--- config.mk ---
export PLATFORM = sky130hd
export DESIGN_NAME = bitslam_mixer_flat
export DESIGN_NICKNAME = d
export VERILOG_FILES = /design/src/rtl/bitslam_mixer_if.sv /design/src/rtl/bitslam_mixer.sv /design/src/flat_wrapper.sv
export SDC_FILE = /design/constraint.sdc
export NUM_CORES = 1
export LEC_CHECK = 0
export BUFFER_PORTS_ARGS = -buffer_cell sky130_fd_sc_hd__buf_2
export CAP_MARGIN = 10
export CORE_MARGIN = 2
export CORE_UTILIZATION = 38
export CTS_BUF_LIST = sky130_fd_sc_hd__clkbuf_8 sky130_fd_sc_hd__clkbuf_16
export DETAILED_ROUTE_END_ITERATION = 10
export SYNTH_ARGS = -nofsm -noshare
export SYNTH_HDL_FRONTEND = slang
export SYNTH_SLANG_ARGS = --single-unit
--- constraint.sdc ---
create_clock -name clk -period 2.25 [get_ports clk]
set_clock_uncertainty 0.1 [all_clocks]
set_input_delay 0.3375 -clock clk [delete_from_list [all_inputs] [get_ports clk]]
set_output_delay 0.3375 -clock clk [all_outputs]
set_load 0.005 [all_outputs]
--- src/rtl/bitslam_mixer_if.sv ---
// Pin-side bus of the bitslam mixer: 6-bit address/data strobe bus in,
// mixed audio sample and raw per-voice source bits out.
interface bitslam_mixer_if #(
  parameter int NUM_VOICES = 2,
  parameter int VOL_WIDTH  = 4
);
  localparam int OUT_WIDTH = VOL_WIDTH + $clog2(NUM_VOICES);

  logic                  addr_data_sel;
  logic [5:0]            addr_data;
  logic [OUT_WIDTH-1:0]  audio_out;
  logic [NUM_VOICES-1:0] voice_bits;

  modport master (
    output addr_data_sel, addr_data,
    input  audio_out, voice_bits
  );

  modport slave (
    input  addr_data_sel, addr_data,
    output audio_out, voice_bits
  );
endinterface

--- src/rtl/bitslam_mixer.sv ---
// bitslam_mixer: NUM_VOICES independent noise/square voices, each with a
// clock divider, tap-configurable LFSR, square flop, volume and enable,
// summed into one registered audio sample.
module bitslam_mixer #(
  parameter int NUM_VOICES = 2,
  parameter int LFSR_WIDTH = 10,
  parameter int VOL_WIDTH  = 4
) (
  input  logic            clk,
  input  logic            rst,
  bitslam_mixer_if.slave  bus
);
  localparam int OUT_WIDTH = VOL_WIDTH + $clog2(NUM_VOICES);

  logic [5:0]            addr_q, addr_d;
  logic [5:0]            div_max_q [NUM_VOICES];
  logic [5:0]            div_max_d [NUM_VOICES];
  logic [3:0]            tap_q     [NUM_VOICES];
  logic [3:0]            tap_d     [NUM_VOICES];
  logic [VOL_WIDTH-1:0]  vol_q     [NUM_VOICES];
  logic [VOL_WIDTH-1:0]  vol_d     [NUM_VOICES];
  logic [NUM_VOICES-1:0] en_q, en_d;
  logic [NUM_VOICES-1:0] mode_q, mode_d;
  logic [5:0]            cnt_q     [NUM_VOICES];
  logic [5:0]            cnt_d     [NUM_VOICES];
  logic [LFSR_WIDTH-1:0] lfsr_q    [NUM_VOICES];
  logic [LFSR_WIDTH-1:0] lfsr_d    [NUM_VOICES];
  logic [NUM_VOICES-1:0] sq_q, sq_d;
  logic [NUM_VOICES-1:0] voice_bits_q, voice_bits_d;
  logic [OUT_WIDTH-1:0]  audio_out_q, audio_out_d;

  logic [3:0]            wr_voice;
  logic [NUM_VOICES-1:0] tick;
  logic [NUM_VOICES-1:0] fb;
  logic [NUM_VOICES-1:0] src;

  assign wr_voice = addr_q[5:2];

  // Bus decode: latch address, or write the held address's voice register.
  always_comb begin
    addr_d    = addr_q;
    div_max_d = div_max_q;
    tap_d     = tap_q;
    vol_d     = vol_q;
    en_d      = en_q;
    mode_d    = mode_q;
    if (!bus.addr_data_sel) begin
      addr_d = bus.addr_data;
    end else begin
      // Out-of-range voice numbers match no loop index, so they write nothing.
      for (int unsigned i = 0; i < NUM_VOICES; i++) begin
        if (wr_voice == 4'(i)) begin
          case (addr_q[1:0])
            2'd0: div_max_d[i] = bus.addr_data;
            2'd1: tap_d[i]     = bus.addr_data[3:0];
            2'd2: vol_d[i]     = bus.addr_data[VOL_WIDTH-1:0];
            default: begin
              en_d[i]   = bus.addr_data[0];
              mode_d[i] = bus.addr_data[1];
            end
          endcase
        end
      end
    end
  end

  // Per-voice divider and source advance; dividers run regardless of enable.
  always_comb begin
    tick   = '0;
    fb     = '0;
    src    = '0;
    cnt_d  = cnt_q;
    lfsr_d = lfsr_q;
    sq_d   = sq_q;
    for (int unsigned i = 0; i < NUM_VOICES; i++) begin
      tick[i] = (cnt_q[i] >= div_max_q[i]);
      fb[i]   = (tap_q[i][0] & lfsr_q[i][1]) ^
                (tap_q[i][1] & lfsr_q[i][4]) ^
                (tap_q[i][2] & lfsr_q[i][6]) ^
                (tap_q[i][3] & lfsr_q[i][LFSR_WIDTH-1]);
      src[i]  = mode_q[i] ? sq_q[i] : lfsr_q[i][0];
      cnt_d[i] = tick[i] ? '0 : cnt_q[i] + 6'd1;
      if (tick[i]) begin
        if (mode_q[i]) begin
          sq_d[i] = ~sq_q[i];
        end else if (lfsr_q[i] == '0) begin
          lfsr_d[i] = LFSR_WIDTH'(1);
        end else begin
          lfsr_d[i] = {lfsr_q[i][LFSR_WIDTH-2:0], fb[i]};
        end
      end
    end
  end

  // Mixer: sum volumes of enabled voices whose source bit is high.
  always_comb begin
    audio_out_d  = '0;
    voice_bits_d = src;
    for (int unsigned i = 0; i < NUM_VOICES; i++) begin
      if (en_q[i] && src[i]) begin
        audio_out_d = audio_out_d + OUT_WIDTH'(vol_q[i]);
      end
    end
  end

  // State registers with asynchronous reset.
  always_ff @(posedge clk or posedge rst) begin
    if (rst) begin
      addr_q       <= '0;
      en_q         <= '0;
      mode_q       <= '0;
      sq_q         <= '0;
      voice_bits_q <= '0;
      audio_out_q  <= '0;
      for (int unsigned i = 0; i < NUM_VOICES; i++) begin
        div_max_q[i] <= '0;
        tap_q[i]     <= '0;
        vol_q[i]     <= '0;
        cnt_q[i]     <= '0;
        lfsr_q[i]    <= LFSR_WIDTH'(1);
      end
    end else begin
      addr_q       <= addr_d;
      en_q         <= en_d;
      mode_q       <= mode_d;
      sq_q         <= sq_d;
      voice_bits_q <= voice_bits_d;
      audio_out_q  <= audio_out_d;
      div_max_q    <= div_max_d;
      tap_q        <= tap_d;
      vol_q        <= vol_d;
      cnt_q        <= cnt_d;
      lfsr_q       <= lfsr_d;
    end
  end

  assign bus.audio_out  = audio_out_q;
  assign bus.voice_bits = voice_bits_q;
endmodule

--- src/flat_wrapper.sv ---
// flat-port wrapper written by rule: the top's interface ports become plain ports
module bitslam_mixer_flat 
#(
  parameter int NUM_VOICES = 2,
  parameter int LFSR_WIDTH = 10,
  parameter int VOL_WIDTH  = 4
)
  (clk, rst, bus_addr_data_sel, bus_addr_data, bus_audio_out, bus_voice_bits);
  bitslam_mixer_if #(.NUM_VOICES(NUM_VOICES), .VOL_WIDTH(VOL_WIDTH)) bus_i ();
  input  logic clk;
  input  logic rst;
  input wire logic [$bits(bus_i.addr_data_sel)-1:0] bus_addr_data_sel;
  input wire logic [$bits(bus_i.addr_data)-1:0] bus_addr_data;
  output wire logic [$bits(bus_i.audio_out)-1:0] bus_audio_out;
  output wire logic [$bits(bus_i.voice_bits)-1:0] bus_voice_bits;
  assign bus_i.addr_data_sel = bus_addr_data_sel;
  assign bus_i.addr_data = bus_addr_data;
  assign bus_audio_out = bus_i.audio_out;
  assign bus_voice_bits = bus_i.voice_bits;
  bitslam_mixer #(.NUM_VOICES(NUM_VOICES), .LFSR_WIDTH(LFSR_WIDTH), .VOL_WIDTH(VOL_WIDTH)) u_core (.clk(clk), .rst(rst), .bus(bus_i));
endmodule
==> out/results.ini, run 1 <==
[run_status]
status=complete, but fails checks
violations=negative hold slack

[timing]
tightest_slew_ns=0.426
rsz0062_at_grt=no
fin_tns_setup_ns=0
fmax_mhz=480
final_max_slew_viol_count=0
fin_crit_ns=2.08
fin_hold_ws_ns=-0.0209
setup_violations=0
relSlewSlack=0.716
hold_viol=5
period_share=0.926

[detailed_routing]
first_pass_iters=4
post-route-drc-count=0
postRouteAntennaNets=0
drtIter0Drc=48
vias=2076
detail_route.wl_per_cell_um=13.5
vias_per_cell=4.64
wl_um=6030

[floorplanning]
die_x_um=102
die-area_um2=10400
core_area_um2=9280
start_util=0.392
ios=16
rows=35
dieHeight_um=102

[synthesis]
ys_top_cells_by_area=dfrtp_1 (53%), mux2_2 (15%), ha_1 (6.2%)
postSynthCellCount=286
synth_fp_nets=314
netlist-cell-type-count=29
yosys.area.top_type=dfrtp_1
synth_area_per_cell_um2=12.7
yosysSeqAreaShare=0.544
synth_top_area_share=0.529
synth_area_um2=3640
yosys_warnings=0
synth-seq-cells=79

[run]
drv_cap=0

[global_route]
grt_pass1_vias=2143
grt_usage=0.130
grt_start_max_net_pins=80
grt_pass1_wl_um=10300
overflow=0
antenna_found_initial=0

[setup_path]
worst-path-max-fanout=5
worstSetupPathType=reg -> reg
crit_required_ns=2.38
critPathArrivalTime_ns=2.21
cp-end-kind=register
cp-start-kind=register

[hold_path]
hp-class=in -> async

[clocking]
hold_buffers=0
cts.path.max_buffers=2
cts_tree=built
cts.htree.levels=3
cts_setup_buffers=0
numCtsBuffers=9
clk_pin_slew_ns=0.08
cts_resized=0
cts_root_buf=clkbuf_8
cts.sinks=79
worstSkewPairLatency_ns=0.34

[pwr]
power_w=0.00486
ir_drop_mv=0.476
p_leak_nw=2.00
powerDensity_nw_per_um2=1170

[placement]
place_hpwl_um=4180
gp_congestion=0.777
portBuffers=15

[finish]
drive_above_1_share=0.311
antenna_cells=0
nNetsFinal=342
area.growth.synth_to_final_pct=13.8

synth_stat cells (all sizes together):
| library cell | instances |
|---|---|
| a21o | 1 |
| a21oi | 8 |
| and3 | 3 |
| buf | 5 |
| dfrtp | 77 |
| dfstp | 2 |
| fa | 1 |
| ha | 18 |
| inv | 20 |
| mux2 | 57 |
| mux2i | 1 |
| nand2 | 22 |
| nand2b | 3 |
| nand3 | 6 |
| nand3b | 1 |
| nand4 | 2 |
| nor2 | 18 |
| nor2b | 3 |
| nor3 | 3 |
| o21ai | 7 |
| o221ai | 2 |
| o41ai | 2 |
| or4 | 4 |
| or4b | 2 |
| xnor2 | 12 |
| xor2 | 6 |
cells in the final DEF, fill, tap and decap left out, types with 3 or more instances in the layout:
master,instances
dfrtp_1,77
mux2_2,47
nand2_1,22
inv_1,20
nor2_1,18
ha_1,18
buf_2,15
xnor2_1,12
mux2_4,10
clkbuf_8,10
a21oi_1,8
o21ai_0,7
nand3_1,6
xor2_1,6
buf_4,6
or4_1,4
nand2b_1,3
nor2b_1,3
and3_1,3
bufinv_16,3
report_power, final:
group	total (W)	internal, W	switching [W]
clock network	0.00125	0.000756	0.000490
registers	0.00217	0.00186	0.000309
logic	0.00144	0.000816	0.000628
total	0.00486	0.00343	0.00143
path summary, 6_finish.rpt:
kind | from | end | slack [ns] | cells past startpoint
hold reg to reg | u_core.sq_q[0]$_DFFE_PP0P_ | u_core.sq_q[0]$_DFFE_PP0P_ | 0.38 | 1
min in group clk | bus_addr_data[4] | u_core.div_max_q[10]$_DFFE_PP0P_ | 0.16 | 2
setup reg to reg | u_core.mode_q[0]$_DFFE_PP0P_ | u_core.bus.audio_out[3]$_DFF_PP0_ | 0.17 | 8
hold / removal | rst | u_core.cnt_q[10]$_DFF_PP0_ | -0.02 | 3
max in group asynchronous | rst | u_core.lfsr_q[0]$_DFFE_PP1P_ | 1.69 | 3
setup / recovery | u_core.mode_q[0]$_DFFE_PP0P_ | u_core.bus.audio_out[3]$_DFF_PP0_ | 0.17 | 8
per-stage QoR:
step | cells | hold slack (ns) | worst slack (ns) | cell area [um^2] | util
2_1_floorplan | 286 | 0.340 | 0.211 | 3640 | -
3_3_place_gp | 432 | 0.357 | 0.215 | 3910 | 0.421
3_5_place_dp | 432 | 0.370 | 0.156 | 3910 | 0.421
4_1_cts | 447 | 0.00731 | 0.157 | 4150 | 0.446
5_1_grt | 447 | 0.00951 | 0.0258 | 4150 | 0.446
6_report | 447 | -0.0209 | 0.168 | 4150 | 0.446
cell families after synthesis:
group	after synthesis	share of synthesized area
adders and majority gates	19	0.0674
DFF	79	0.544
xor gates and xnor gates	18	0.0433
muxes	58	0.189
AOI/OAI and AO/OA	20	0.0357
and+or+nand+nor	67	0.0897
buffers and inverters	25	0.0309
sequential cells by signal, indices dropped and copies added, names as in the netlist:
signal	cells
u_core.lfsr_q	20
u_core.bus.voice_bits	2
u_core.addr_q	6
u_core.vol_q	8
u_core.bus.audio_out	5
u_core.cnt_q	12
u_core.tap_q	8
u_core.en_q	2
u_core.sq_q	2
u_core.div_max_q	12
u_core.mode_q	2
per-layer routing:
layer,vias to the layer above,share of wire,GRT usage
met4,0,0.022,0.0646
met1,1010,0.51,0.186
met3,11,0.019,0.0308
met5,-,0,0
li1,1042,-,-
met2,13,0.45,0.187
worst max-delay path, stage by stage, from the launching register on:
cell,delay [ns]
dfrtp_1,0.40
mux2_2,0.39
nand3_1,0.16
inv_1,0.07
ha_1,0.28
a21o_1,0.18
a21oi_1,0.18
xor2_1,0.14
o21ai_0,0.09
area by class of cell:
| type | instances | area (um^2) |
|---|---|---|
| clock buffer | 10 | 138 |
| clock inverter | 5 | 98.8 |
| fill | 884 | 5140 |
| inverter | 20 | 78.8 |
| multi-input combinational | 182 | 1550 |
| sequential | 79 | 1980 |
| tap | 129 | 161 |
| timing repair buffer | 22 | 140 |
Power figures use the tool's default switching activity.
==> inputs of run 2 (changes only) <==
Settings changed: CORE_UTILIZATION 38 to 45.
==> out/results.ini, run 2 (synthesis gave the netlist of run 1 again) <==
[pwr]
p_comb_frac=0.305  ; +0.008
ir_drop_mv=0.570  ; +20%
netSwitchingPower_w=0.00144  ; +1.2%
p_clk_frac=0.239  ; -0.017
powerDensity_nw_per_um2=1160  ; -1.0%
p_leak_nw=1.98  ; -1.1%
p_int_w=0.00329  ; -4.1%
power_w=0.00473  ; -2.6%
swShare=0.305  ; +0.0114
power.share.sequential=0.456  ; +0.010

[detailed_routing]
detail_route.wl_per_cell_um=13.9  ; +3.3%
drtIter0Drc=82  ; +71%
vias_per_cell=5.00  ; +7.6%
postRouteAntennaNets=0  ; unchanged
wl_um=5850  ; -3.0%
post-route-drc-count=0  ; unchanged
vias=2099  ; +1.1%
first_pass_iters=4  ; unchanged

[floorplanning]
dieHeight_um=94.0  ; -7.8%
rows=32  ; -8.6%
core_area_um2=7770  ; -16%
start_util=0.469  ; +0.0766
die_x_um=94.0  ; -7.8%
ios=16  ; unchanged
die-area_um2=8830  ; -15%

[placement]
place_hpwl_um=4100  ; -1.8%
gp_congestion=0.769  ; -0.98%
portBuffers=15  ; unchanged
dpl_cell_area_um2=3870  ; -1.1%

[setup_path]
cp-end-kind=register
rr_endpoint=u_core.bus.audio_out[3]$_DFF_PP0_
r2r_slack_ns=0.19  ; +0.02 ns
regToRegStartpoint=u_core.mode_q[0]$_DFFE_PP0P_
path_delay_family=compound AO/OA/AOI/OAI gates
worstSetupPathType=reg -> reg
critPathArrivalTime_ns=2.19  ; -0.02 ns
cp-start-kind=register
crit_buf_inv=1  ; unchanged
cp_slowest_cell=dfrtp_1
path_cells=mux2_2, nand3_1, inv_1, ha_1, a21o_1, a21oi_1, xor2_1, o21ai_0
rr_worst_depth=8  ; unchanged
cpPeakStageDelay_ns=0.40  ; about the same
worst-path-max-fanout=5  ; unchanged
crit_required_ns=2.38  ; about the same

[finish]
antenna_cells=0  ; unchanged
reg_top3=u_core.lfsr_q: 20 flops, u_core.cnt_q: 12 flops, u_core.div_max_q: 12 flops
fillers=717  ; -19%
largest_register_ffs=20  ; unchanged
drive_above_1_share=0.311  ; unchanged
layout_common_cells=dfrtp_1 (77), mux2_2 (47), nand2_1 (22), inv_1 (20)
final_common_cell=dfrtp_1
nNetsFinal=341  ; -0.29%
top_register=u_core.lfsr_q
final_area_um2=4080  ; -1.6%
area.growth.synth_to_final_pct=12.1

[clocking]
hold_buffers=0  ; unchanged
cts.htree.levels=3  ; unchanged
cts.sinks=79  ; unchanged
cts.path.max_buffers=2  ; unchanged
cts_tree=built
cts_setup_buffers=0  ; unchanged
cts_resized=0  ; unchanged
worstSkewPairLatency_ns=0.35  ; about the same
numCtsBuffers=9  ; unchanged
cts_root_buf=clkbuf_8
clk_pin_slew_ns=0.08  ; about the same

[run]
drv_cap=0  ; unchanged

[timing]
fmax_mhz=485  ; +0.99%
tightest_slew_ns=0.523  ; +0.0965 ns
final_max_slew_viol_count=0  ; unchanged
fin_tns_setup_ns=0  ; unchanged
period_share=0.916  ; -0.00904
hold_viol=8  ; +3
relSlewSlack=0.649  ; -0.0670
setup_violations=0  ; unchanged
fin_hold_ws_ns=-0.0151  ; +0.00586 ns
fin_crit_ns=2.06  ; -0.0203 ns
rsz0062_at_grt=no

[run_status]
status=complete, but fails checks
violations=negative hold slack

[global_route]
grt_pass1_wl_um=10400  ; +0.53%
grt_start_max_net_pins=80  ; unchanged
overflow=0  ; unchanged
grt_usage=0.153  ; +0.0222
antenna_found_initial=0  ; unchanged
grt_pass1_vias=2216  ; +3.4%

[hold_path]
hp-class=in -> async

## run 2: cell type report
class                      instances  area [um^2]  area share
sequential                        79         1980       0.485
multi-input combinational        182         1550       0.380
timing repair buffer              21          133      0.0325
tap                              102          128      0.0313
clock buffer                       9          124      0.0304
clock inverter                     7         88.8      0.0218
inverter                          20         78.8      0.0193
## run 2: worst min-delay path, stage by stage
cell and delay (ns):
buf_2 0.11, clkinvlp_4 0.07, buf_12 0.33
## run 2: through the flow
stage                     hold slack, ns   util  worst slack [ns]  std cells
after CTS                         0.0122  0.525             0.164        420
after floorplan                    0.340      -             0.211        286
final                            -0.0151  0.525             0.188        420
after detailed placement           0.365  0.498             0.176        404
after global routing              0.0222  0.525            0.0345        420
after global placement             0.358  0.498             0.183        404
## run 2: worst max path at each step
stage                                 start                                end  slack (ns)  depth (start not counted)
6_report       u_core.mode_q[0]$_DFFE_PP0P_  u_core.bus.audio_out[3]$_DFF_PP0_        0.19                          8
5_1_grt        u_core.mode_q[0]$_DFFE_PP0P_  u_core.bus.audio_out[3]$_DFF_PP0_        0.03                          8
4_1_cts        u_core.mode_q[0]$_DFFE_PP0P_  u_core.bus.audio_out[3]$_DFF_PP0_        0.16                          8
3_5_place_dp   u_core.mode_q[0]$_DFFE_PP0P_  u_core.bus.audio_out[3]$_DFF_PP0_        0.18                          8
3_3_place_gp      u_core.cnt_q[6]$_DFF_PP0_      u_core.lfsr_q[13]$_DFFE_PP0P_        0.18                          8
2_1_floorplan     u_core.cnt_q[6]$_DFF_PP0_      u_core.lfsr_q[11]$_DFFE_PP0P_        0.21                          8
## run 2: routing by layer
metal	part of all wire	GRT usage	wire length, um
met2	0.48	0.245	2790
met5	0	0	0
met4	0.019	0.0725	114
met3	0.025	0.0305	146
met1	0.48	0.199	2810
## run 2: power groups by stage
| stage | Combinational, W | Sequential [W] | Clock, W |
|---|---|---|---|
| after floorplan | 0.00116 | 0.00210 | 0 |
| after global placement | 0.00142 | 0.00219 | 0 |
| after detailed placement | 0.00146 | 0.00220 | 0 |
| after CTS | 0.00147 | 0.00217 | 0.00116 |
| after global routing | 0.00165 | 0.00223 | 0.00123 |
| final | 0.00144 | 0.00216 | 0.00113 |
==> inputs of run 3 (changes only) <==
Clock period 2.25 ns to 2.07 ns, I/O delays scaled along.
==> out/results.ini, run 3 (synthesis gave the netlist of run 1 again) <==
[run_status]
status=finished, final reports clean

[clocking]
cts.sinks=79  ; unchanged
clk_pin_slew_ns=0.08  ; about the same
cts_tree=built
cts_root_buf=clkbuf_8
worstSkewPairLatency_ns=0.35  ; about the same
cts.htree.levels=3  ; unchanged
cts.path.max_buffers=2  ; unchanged
numCtsBuffers=9  ; unchanged

[finish]
largest_register_ffs=20  ; unchanged
layout_common_cells=dfrtp_1 (77), mux2_2 (46), nand2_1 (22), buf_4 (22), inv_1 (19)
fin_util=0.547  ; +0.0219
drive_above_1_share=0.364  ; +0.0526
area.growth.synth_to_final_pct=16.7
fillers=710  ; -0.98%
antenna_cells=0  ; unchanged
final_common_cell=dfrtp_1
top_register=u_core.lfsr_q
reg_top3=u_core.lfsr_q: 20 flops, u_core.cnt_q: 12 flops, u_core.div_max_q: 12 flops
nNetsFinal=361  ; +5.9%
stdcell_count=440  ; +4.8%

[floorplanning]
die_x_um=94.0  ; unchanged
start_util=0.469  ; unchanged
rows=32  ; unchanged
ios=16  ; unchanged
dieHeight_um=94.0  ; unchanged
die-area_um2=8830  ; unchanged
core_area_um2=7770  ; unchanged

[global_route]
grt_pass1_wl_um=10700  ; +3.0%
antenna_found_initial=0  ; unchanged
grt_usage=0.157  ; +0.00393
grt_start_max_net_pins=50  ; -38%
overflow=0  ; unchanged
grt_pass1_vias=2274  ; +2.6%

[setup_path]
crit_buf_inv=1  ; unchanged
cp-end-kind=register
crit_required_ns=2.20  ; -0.18 ns
cp_slowest_cell=dfrtp_1
regToRegStartpoint=u_core.cnt_q[10]$_DFF_PP0_
worstSetupPathType=reg -> reg
critPathArrivalTime_ns=2.14  ; -0.05 ns
worst-path-max-fanout=5  ; unchanged
r2r_slack_ns=0.06  ; -0.13 ns
cpPeakStageDelay_ns=0.41  ; about the same
path_cells=ha_1, nand4_1, o221ai_2, nor2b_4, buf_6, mux2_2
rr_worst_depth=6  ; -2
rr_endpoint=u_core.lfsr_q[19]$_DFFE_PP0P_
cp-start-kind=register
path_delay_family=flip-flops

[timing]
rsz0062_at_grt=yes
fin_crit_ns=2.01  ; -0.0520 ns
hold_viol=0  ; -8
tightest_slew_ns=0.339  ; -0.184 ns
final_max_slew_viol_count=0  ; unchanged
period_share=0.971  ; +0.0546
setup_violations=0  ; unchanged
fin_tns_setup_ns=0  ; unchanged
fmax_mhz=497  ; +2.6%
relSlewSlack=0.773  ; +0.124
worst_slack_ns=0.0599  ; -0.128 ns

[placement]
gp_congestion=0.768  ; -0.17%
portBuffers=15  ; unchanged
dp.cells=416  ; +3.0%
place_hpwl_um=4390  ; +6.9%
pre_cts_slack_ns=0.0337  ; -0.142 ns

[pwr]
ir_drop_mv=0.615  ; +7.8%
power_w=0.00530  ; +12%
powerDensity_nw_per_um2=1250  ; +7.5%
p_leak_nw=2.07  ; +4.9%

[detailed_routing]
postRouteAntennaNets=0  ; unchanged
wl_um=6200  ; +6.0%
vias_per_cell=5.01  ; +0.28%
first_pass_iters=5  ; +1
vias=2205  ; +5.1%
post-route-drc-count=0  ; unchanged
drtIter0Drc=71  ; -13%
detail_route.wl_per_cell_um=14.1  ; +1.2%

[hold_path]
worstHoldStart=bus_addr_data[4]
holdPathEnd=u_core.div_max_q[10]$_DFFE_PP0P_
hp-class=in -> reg
holdPathStages=2

[run]
drv_cap=0  ; unchanged

-- run 3: worst register-to-register path: cells and delay by family (launching register included) --
kind                     cells  cell delay [ns]
adder cells (fa/ha/maj)      1             0.32
multiplexers                 1             0.32
AO/OA/AOI/OAI                1             0.28
flip-flops                   1             0.41
buffers and inverters        1             0.13
AND/OR/NAND/NOR              2             0.33
-- run 3: area by class of cell --
type / instances / area, um^2 / area share
clock buffers: 10 / 138 / 0.0324
clock inverters: 6 / 60.1 / 0.0141
inverters: 20 / 78.8 / 0.0185
multi-input cells: 182 / 1570 / 0.370
flip-flops and latches: 79 / 1980 / 0.466
well taps: 102 / 128 / 0.0300
repair buffers: 41 / 293 / 0.0689
-- run 3: how the worst max path moves through the flow --
| stage | from | cells past startpoint | slack [ns] | end |
|---|---|---|---|---|
| floorplan | u_core.cnt_q[6]$_DFF_PP0_ | 8 | 0.03 | u_core.lfsr_q[11]$_DFFE_PP0P_ |
| global route | u_core.cnt_q[6]$_DFF_PP0_ | 8 | -0.02 | u_core.lfsr_q[13]$_DFFE_PP0P_ |
| CTS | u_core.div_max_q[6]$_DFFE_PP0P_ | 7 | 0.002 | u_core.lfsr_q[12]$_DFFE_PP0P_ |
| finish | u_core.cnt_q[10]$_DFF_PP0_ | 6 | 0.06 | u_core.lfsr_q[19]$_DFFE_PP0P_ |
| detailed placement | u_core.div_max_q[6]$_DFFE_PP0P_ | 7 | 0.03 | u_core.lfsr_q[12]$_DFFE_PP0P_ |
| global placement | u_core.div_max_q[6]$_DFFE_PP0P_ | 7 | 0.05 | u_core.lfsr_q[11]$_DFFE_PP0P_ |
-- run 3: metal layers --
layer	wire (um)	part of all wire	vias to the layer above	track usage
met5	0	0	-	0
met4	99	0.016	0	0.0580
met3	135	0.022	9	0.0369
met2	3000	0.48	20	0.258
met1	2970	0.48	1096	0.201
li1	-	-	1080	-
-- run 3: what timing repair did --
action	4_1_cts	5_1_grt
buffers inserted	0	5
endpoints found under the setup margin	0	26
hold buffers	1	0
endpoints found under the hold margin	9	0
resized for setup	0	15
-- run 3: per-stage QoR --
step,hold slack (ns),cell area (um^2)
final,0.132,4250
after detailed placement,0.180,3960
after global placement,0.177,3960
after CTS,0.113,4170
after floorplan,0.327,3640
after global routing,0.125,4250
-- run 3: power breakdown --
group | leakage [nW] | total, W | switching, W | internal, W
clock | 0.0981 | 0.00113 | 0.000546 | 0.000583
sequential | 1.01 | 0.00232 | 0.000304 | 0.00202
combinational | 0.967 | 0.00185 | 0.000780 | 0.00107
total | 2.07 | 0.00530 | 0.00163 | 0.00367
